`src/rtl/pc_control_pkg.sv`:
```
// pc_control_pkg
//   Shared types for the program-counter controller: control-flow opcode
//   encodings seen from execute, controller state encodings, and a small
//   helper that recognises unconditional jumps.
package pc_control_pkg;

    // Control-flow opcode presented by the execute stage.
    typedef enum logic [1:0] {
        PC_OP_NONE   = 2'd0,
        PC_OP_BRANCH = 2'd1,
        PC_OP_JAL    = 2'd2,
        PC_OP_JALR   = 2'd3
    } pc_op_e;

    // Controller states.
    typedef enum logic [1:0] {
        ST_BOOT  = 2'd0,
        ST_RUN   = 2'd1,
        ST_FLUSH = 2'd2,
        ST_TRAP  = 2'd3
    } pc_state_e;

    localparam logic [31:0] INSTR_BYTES = 32'd4;

    // JAL and JALR always redirect and always write a link value.
    function automatic logic is_jump(input pc_op_e op);
        return (op == PC_OP_JAL) || (op == PC_OP_JALR);
    endfunction

endpackage

```
`src/rtl/pc_control_if.sv`:
```
// pc_control_if
//   Bundles the fetch-side handshake and the execute-side control-flow bus
//   of the program-counter controller.
//   Fetch side : stall, fetch_ready -> controller; fetch_valid, pc, flush <- controller
//   Execute    : ex_valid, ex_op, jump_condition, ex_pc, ex_imm, ex_rs1 -> controller
//   Results    : taken, target, link_value, misaligned <- controller
//   modport master : the controller itself
//   modport slave  : the surrounding pipeline / fetch unit
interface pc_control_if;
    import pc_control_pkg::*;

    logic        stall;
    logic        fetch_ready;
    logic        fetch_valid;
    logic [31:0] pc;
    logic        flush;
    logic        ex_valid;
    pc_op_e      ex_op;
    logic        jump_condition;
    logic [31:0] ex_pc;
    logic [31:0] ex_imm;
    logic [31:0] ex_rs1;
    logic        taken;
    logic [31:0] target;
    logic [31:0] link_value;
    logic        misaligned;

    modport master (
        input  stall, fetch_ready, ex_valid, ex_op, jump_condition,
               ex_pc, ex_imm, ex_rs1,
        output fetch_valid, pc, flush, taken, target, link_value, misaligned
    );

    modport slave (
        output stall, fetch_ready, ex_valid, ex_op, jump_condition,
               ex_pc, ex_imm, ex_rs1,
        input  fetch_valid, pc, flush, taken, target, link_value, misaligned
    );

endinterface

```
`src/rtl/pc_control_branch_target.sv`:
```
// pc_control_branch_target
//   Purely combinational redirect-target adder and alignment check.
//   ex_op_i, ex_pc_i, ex_imm_i, ex_rs1_i -> target_o, target_misaligned_o
//   BRANCH/JAL use ex_pc + imm; JALR uses (rs1 + imm) with bit 0 cleared.
module pc_control_branch_target
    import pc_control_pkg::*;
(
    input  pc_op_e      ex_op_i,
    input  logic [31:0] ex_pc_i,
    input  logic [31:0] ex_imm_i,
    input  logic [31:0] ex_rs1_i,
    output logic [31:0] target_o,
    output logic        target_misaligned_o
);

    // Select the base by opcode; the adds wrap naturally at 32 bits.
    always_comb begin
        target_o = ex_pc_i + ex_imm_i;
        if (ex_op_i == PC_OP_JALR) begin
            target_o = (ex_rs1_i + ex_imm_i) & ~32'h1;
        end
    end

    // Only bit 1 matters: bit 0 is either cleared (JALR) or zero by encoding.
    assign target_misaligned_o = target_o[1];

endmodule

```
`src/rtl/pc_control.sv`:
```
// pc_control
//   Owns the program counter, issues fetch requests, resolves BRANCH/JAL/JALR
//   redirects from execute, flushes wrong-path work for FLUSH_CYCLES cycles
//   and traps (until reset) on a redirect whose target has bit 1 set.
//   clk, reset : clock and synchronous active-high reset
//   bus        : pc_control_if.master (fetch handshake, execute bus, results)
module pc_control
    import pc_control_pkg::*;
#(
    parameter logic [31:0] RESET_VECTOR = 32'h0000_0000,
    parameter int unsigned FLUSH_CYCLES = 2
)
(
    input  logic           clk,
    input  logic           reset,
    pc_control_if.master   bus
);

    // The counter holds the bubbles remaining after the current one.
    localparam logic [3:0] FLUSH_LOAD = 4'(FLUSH_CYCLES - 1);

    pc_state_e   state_q, state_d;
    logic [3:0]  flush_cnt_q, flush_cnt_d;
    logic [31:0] pc_q, pc_d;
    logic        taken_q, taken_d;
    logic [31:0] target_q, target_d;
    logic [31:0] link_q, link_d;
    logic        misaligned_q, misaligned_d;

    logic [31:0] redirect_target;
    logic        redirect_misaligned;
    logic        redirect;

    pc_control_branch_target u_branch_target (
        .ex_op_i             (bus.ex_op),
        .ex_pc_i             (bus.ex_pc),
        .ex_imm_i            (bus.ex_imm),
        .ex_rs1_i            (bus.ex_rs1),
        .target_o            (redirect_target),
        .target_misaligned_o (redirect_misaligned)
    );

    assign redirect = bus.ex_valid &&
                      (is_jump(bus.ex_op) ||
                       ((bus.ex_op == PC_OP_BRANCH) && bus.jump_condition));

    // State, counter, PC and result registers.
    always_ff @(posedge clk) begin
        if (reset) begin
            state_q      <= ST_BOOT;
            flush_cnt_q  <= '0;
            pc_q         <= RESET_VECTOR;
            taken_q      <= 1'b0;
            target_q     <= '0;
            link_q       <= '0;
            misaligned_q <= 1'b0;
        end else begin
            state_q      <= state_d;
            flush_cnt_q  <= flush_cnt_d;
            pc_q         <= pc_d;
            taken_q      <= taken_d;
            target_q     <= target_d;
            link_q       <= link_d;
            misaligned_q <= misaligned_d;
        end
    end

    // Next-state logic. taken is a one-cycle pulse, so it defaults low;
    // everything else holds unless the current state says otherwise.
    always_comb begin
        state_d      = state_q;
        flush_cnt_d  = flush_cnt_q;
        pc_d         = pc_q;
        taken_d      = 1'b0;
        target_d     = target_q;
        link_d       = link_q;
        misaligned_d = misaligned_q;

        case (state_q)
            ST_BOOT: begin
                state_d = ST_RUN;
            end
            ST_RUN: begin
                // The link value is written even when the jump then traps.
                if (bus.ex_valid && is_jump(bus.ex_op)) begin
                    link_d = bus.ex_pc + INSTR_BYTES;
                end
                if (redirect) begin
                    if (redirect_misaligned) begin
                        state_d      = ST_TRAP;
                        misaligned_d = 1'b1;
                    end else begin
                        state_d     = ST_FLUSH;
                        pc_d        = redirect_target;
                        taken_d     = 1'b1;
                        target_d    = redirect_target;
                        flush_cnt_d = FLUSH_LOAD;
                    end
                end else if (bus.fetch_ready && !bus.stall) begin
                    pc_d = pc_q + INSTR_BYTES;
                end
            end
            ST_FLUSH: begin
                if (flush_cnt_q == 4'd0) begin
                    state_d = ST_RUN;
                end else begin
                    flush_cnt_d = flush_cnt_q - 4'd1;
                end
            end
            ST_TRAP: begin
                state_d = ST_TRAP;
            end
            default: begin
                state_d = ST_BOOT;
            end
        endcase
    end

    assign bus.fetch_valid = (state_q == ST_RUN);
    assign bus.flush       = (state_q == ST_FLUSH);
    assign bus.pc          = pc_q;
    assign bus.taken       = taken_q;
    assign bus.target      = target_q;
    assign bus.link_value  = link_q;
    assign bus.misaligned  = misaligned_q;

endmodule
```
`src/flat_wrapper.sv`:
```
// flat-port wrapper written by rule: the top's interface ports become plain ports
module pc_control_flat import pc_control_pkg::*;
#(
    parameter logic [31:0] RESET_VECTOR = 32'h0000_0000,
    parameter int unsigned FLUSH_CYCLES = 2
)
  (clk, reset, bus_stall, bus_fetch_ready, bus_ex_valid, bus_ex_op, bus_jump_condition, bus_ex_pc, bus_ex_imm, bus_ex_rs1, bus_fetch_valid, bus_pc, bus_flush, bus_taken, bus_target, bus_link_value, bus_misaligned);
  pc_control_if bus_i ();
  input  logic clk;
  input  logic reset;
  input wire logic [$bits(bus_i.stall)-1:0] bus_stall;
  input wire logic [$bits(bus_i.fetch_ready)-1:0] bus_fetch_ready;
  input wire logic [$bits(bus_i.ex_valid)-1:0] bus_ex_valid;
  input wire logic [$bits(bus_i.ex_op)-1:0] bus_ex_op;
  input wire logic [$bits(bus_i.jump_condition)-1:0] bus_jump_condition;
  input wire logic [$bits(bus_i.ex_pc)-1:0] bus_ex_pc;
  input wire logic [$bits(bus_i.ex_imm)-1:0] bus_ex_imm;
  input wire logic [$bits(bus_i.ex_rs1)-1:0] bus_ex_rs1;
  output wire logic [$bits(bus_i.fetch_valid)-1:0] bus_fetch_valid;
  output wire logic [$bits(bus_i.pc)-1:0] bus_pc;
  output wire logic [$bits(bus_i.flush)-1:0] bus_flush;
  output wire logic [$bits(bus_i.taken)-1:0] bus_taken;
  output wire logic [$bits(bus_i.target)-1:0] bus_target;
  output wire logic [$bits(bus_i.link_value)-1:0] bus_link_value;
  output wire logic [$bits(bus_i.misaligned)-1:0] bus_misaligned;
  assign bus_i.stall = bus_stall;
  assign bus_i.fetch_ready = bus_fetch_ready;
  assign bus_i.ex_valid = bus_ex_valid;
  assign bus_i.ex_op = bus_ex_op;
  assign bus_i.jump_condition = bus_jump_condition;
  assign bus_i.ex_pc = bus_ex_pc;
  assign bus_i.ex_imm = bus_ex_imm;
  assign bus_i.ex_rs1 = bus_ex_rs1;
  assign bus_fetch_valid = bus_i.fetch_valid;
  assign bus_pc = bus_i.pc;
  assign bus_flush = bus_i.flush;
  assign bus_taken = bus_i.taken;
  assign bus_target = bus_i.target;
  assign bus_link_value = bus_i.link_value;
  assign bus_misaligned = bus_i.misaligned;
  pc_control #(.RESET_VECTOR(RESET_VECTOR), .FLUSH_CYCLES(FLUSH_CYCLES)) u_core (.clk(clk), .reset(reset), .bus(bus_i));
endmodule
```
`config.mk`:
```
export PLATFORM = sky130hd
export DESIGN_NAME = pc_control_flat
export DESIGN_NICKNAME = d
export VERILOG_FILES = /design/src/rtl/pc_control_pkg.sv /design/src/rtl/pc_control_if.sv /design/src/rtl/pc_control_branch_target.sv /design/src/rtl/pc_control.sv /design/src/flat_wrapper.sv
export SDC_FILE = /design/constraint.sdc
export NUM_CORES = 1
export LEC_CHECK = 0
export CORE_MARGIN = 4
export CORE_UTILIZATION = 35
export CTS_BUF_LIST = sky130_fd_sc_hd__clkbuf_2 sky130_fd_sc_hd__clkbuf_4 sky130_fd_sc_hd__clkbuf_8
export CTS_CLUSTER_SIZE = 16
export DETAILED_ROUTE_END_ITERATION = 8
export PLACE_DENSITY = 0.6
export SETUP_SLACK_MARGIN = 0.1
export SLEW_MARGIN = 20
export SYNTH_ARGS = -nofsm -noshare
export SYNTH_HDL_FRONTEND = slang
export SYNTH_SLANG_ARGS = --single-unit
```
`constraint.sdc`:
```
create_clock -name clk -period 2.8 [get_ports clk]
set_input_delay 0.56 -clock clk [delete_from_list [all_inputs] [get_ports clk]]
set_output_delay 0.56 -clock clk [all_outputs]
set_load 0.01 [all_outputs]
```
==> metrics.cfg <==
[status]
result_of_the_run=completed

[sta]
worst_clock_skew_ps=20.5
worst_hold_slack_ps=463
final_max_slew_viol_count=0
worst-slew-pin-transition_ps=622
timing.fmax_ghz=0.363
period_share_pct=98.3
layout_min_cycle_time_ps=2750
rsz_0062_raised_after_global_routing=true
worst_path_setup_slack_after_routing_ps=46.4
finalHoldViolCount=0
relSlewSlack_pct=58.5
final-setup-viol-count=0

[worst_setup_path]
crit_chain=buf_8 -> ha_4 -> inv_2 -> fa_2 -> nand2b_4 -> a21o_1 -> a2111oi_4 -> a211oi_2 -> a21o_1 -> a21oi_2 -> nor2b_1 -> mux2i_1 -> a211oi_1
crit_family=compound AO/OA/AOI/OAI gates
worstPathBufferInverterCount=2
critical_path.max_fanout=4
crit_type=input pin to flop
worstSetupStartpoint=bus_ex_pc[0]
timing.rr.start=u_core.bus.pc[3]
max_stage_delay_ps=420
crit_path_end_kind=flop
arrival_ps=3010
cp_common_cell=a21o_1
cpMaxStageDelayCell=a2111oi_4
cp-start-kind=input pin
crit_required_ps=3050

[synthesis]
synth_top_area_share_pct=23.6
synth_flop_cell=dfxtp_1
leading_post_synthesis_cells_by_cell_area=dfxtp_1, ha_1, a21oi_1
syn_inst=1181
post_synth_edffs=0
async_flop_share_pct=0
syn-mean-instance-area_um2=7.33
synth.top_cells.by_count=nor2_1, nand2_1, a21oi_1
yosysUniqueCellTypes=69
yosys.cell_count.top_type=nor2_1
synth_largest_area_cell=dfxtp_1
netlist_area_um2=8660
ys_seq_area_share_pct=23.6
yosys_register_bits=102
ys_warn_count=0

[hold_path]
holdCritStartpoint=u_core.bus.target[13]
worst_hold_path_type=flop to flop

[drt]
postRouteAntennaNets=0
remaining_drc_errors=0
drt-initial-drc-count=630
vias_per_cell=5.38
routed_wirelength_mm=34.6
route.met3.wl_mm=2.35
met1_length_mm=15.9
top_signal_layer_used=met4
route.vias.total=10600
number_of_iterations_in_the_first_detailed_routing_pass=6
dr_wl_met2_mm=15.6
wire_per_inst_um=17.6

[cts]
clock_sinks=102
cts_inserted_buffers=9
clock-root-buffer=clkbuf_8
cts_max_level=3
insertion_delay_ps=410
clock_tree_from_tritoncts=yes
clk_pin_slew_worst_paths_ps=110
max-clock-path-buffers=2
cts-hold-fix-buffers=0

[floorplanning]
fp.dieArea_um2=27300
placementRows=57
core_area_um2=24300
die_width_um=165
die_h_um=165
floorplan.initialDensity_pct=35.6
io-pin-count=204

[placement]
gpl.final_weighted_congestion=0.954
placed_cells_incl_taps=1918
post-dp-hpwl_mm=26.4
post-place-ws_ps=-874
buffer_ports.inserted=201

[layout]
final_cell_count_no_fill=1962
fin_util_pct=59.5
fillers=2191
layout-drive-gt1-share_pct=30.7
layout-area-overhead-vs-synth_pct=67.0
final_nets=1800

[global_route]
gr-usage-all-layers_pct=24.2
globalRouteOverflowTotal=0
first_global_vias=10100
pin_count_of_the_biggest_net_entering_global_routing=62
number_of_antenna_violations_at_the_first_check_in_global_routing=3
grt_first_pass_wirelength_mm=53.0

[run]
drv.max_cap_violation_count=0

[pwr]
power.total_uw=4980
irDropWorstVdd_v=0.000204
power.density_nw_per_um2=344
p_leak_uw=0.00578

[cell families (layout without fill, tap and decap cells)]
group	Yosys count	after routing	share of synthesized area, %
buffers and inverters	86	539	4.02
other	1	5	0.0433
muxes	15	15	1.75
and+or+nand+nor	458	458	25.3
adders and majority gates	66	66	9.71
DFF	102	102	23.6
xor gates and xnor gates	73	73	7.38
AOI/OAI and AO/OA	380	380	28.2
[final timing paths]
kind         cells past startpoint  slack, ps               endpoint
min reg2reg                      2        460  u_core.bus.target[13]
min                              2        460  u_core.bus.target[13]
max reg2reg                     10        390      u_core.bus.pc[30]
max                             13         50  u_core.bus.target[22]
[flip-flops by register name, summed over array words and instances (netlist names)]
register               count
u_core.flush_cnt_q         4
u_core.bus.target         31
u_core.bus.link_value     32
u_core.state_q             2
u_core.bus.pc             31
u_core.bus.misaligned      1
u_core.bus.taken           1
[stage by stage]
step                setup TNS [ps]  instance area, um2
finish                           0               14500
global route                  -313               14500
CTS                              0               13900
detailed placement          -43460               13000
global placement            -40590               13000
floorplan                    -35.5                8690
[metal layers]
layer	global-route usage (%)	vias to the layer above
met1	34.9	4914
met4	5.96	0
li1	-	5235
met5	0	-
met3	3.50	43
met2	38.0	365
[cell usage in the layout (no fill, tap or decap), types with 11 or more instances in the layout]
| cell type | count |
|---|---|
| a211oi_1 | 46 |
| a21o_1 | 19 |
| a21oi_1 | 87 |
| a21oi_2 | 24 |
| a31oi_1 | 11 |
| and3_1 | 19 |
| buf_4 | 296 |
| clkdlybuf4s50_1 | 131 |
| dfxtp_1 | 102 |
| dlygate4sd2_1 | 38 |
| dlymetal6s2s_1 | 12 |
| ha_1 | 26 |
| ha_4 | 38 |
| inv_1 | 18 |
| mux2i_1 | 13 |
| nand2_1 | 111 |
| nand3_1 | 38 |
| nand4_1 | 20 |
| nor2_1 | 128 |
| nor2b_1 | 12 |
| nor3_1 | 35 |
| o211ai_1 | 13 |
| o21a_1 | 12 |
| o21ai_0 | 59 |
| o21ai_1 | 13 |
| or3_1 | 12 |
| xnor2_1 | 21 |
| xor2_1 | 45 |
[worst reg2reg max path: stages (launching register included)]
cell,delay [ps]
dfxtp_1,420
ha_1,230
nand3_1,150
nor2_2,260
and3_1,220
and3_1,190
and4_1,240
and3_1,180
o21ai_0,70
a22oi_1,210
a21oi_1,90
[where the power goes]
part	internal, uW	switching, uW	total, uW
combinational	1180	1170	2350
clock	436	642	1080
sequential	1510	44.3	1550
total	3130	1850	4980
[repair_timing]
item	in CTS	in global routing
gates resized for setup	192	112
buffers inserted	14	11
pin swaps	65	75
cloned	0	0
setup endpoints to repair	69	45
[cell type report]
type / count / area, um2 / area share (%)
Timing Repair Buffer: 503 / 4290 / 29.7
Inverter: 20 / 75.1 / 0.519
Multi-Input combinational cell: 994 / 7420 / 51.3
Tap cell: 324 / 405 / 2.80
Clock buffer: 9 / 124 / 0.857
Antenna cell: 3 / 7.51 / 0.0519
Clock inverter: 7 / 92.6 / 0.640
Sequential cell: 102 / 2040 / 14.1
No activity file was read; power rests on OpenSTA's default activity.
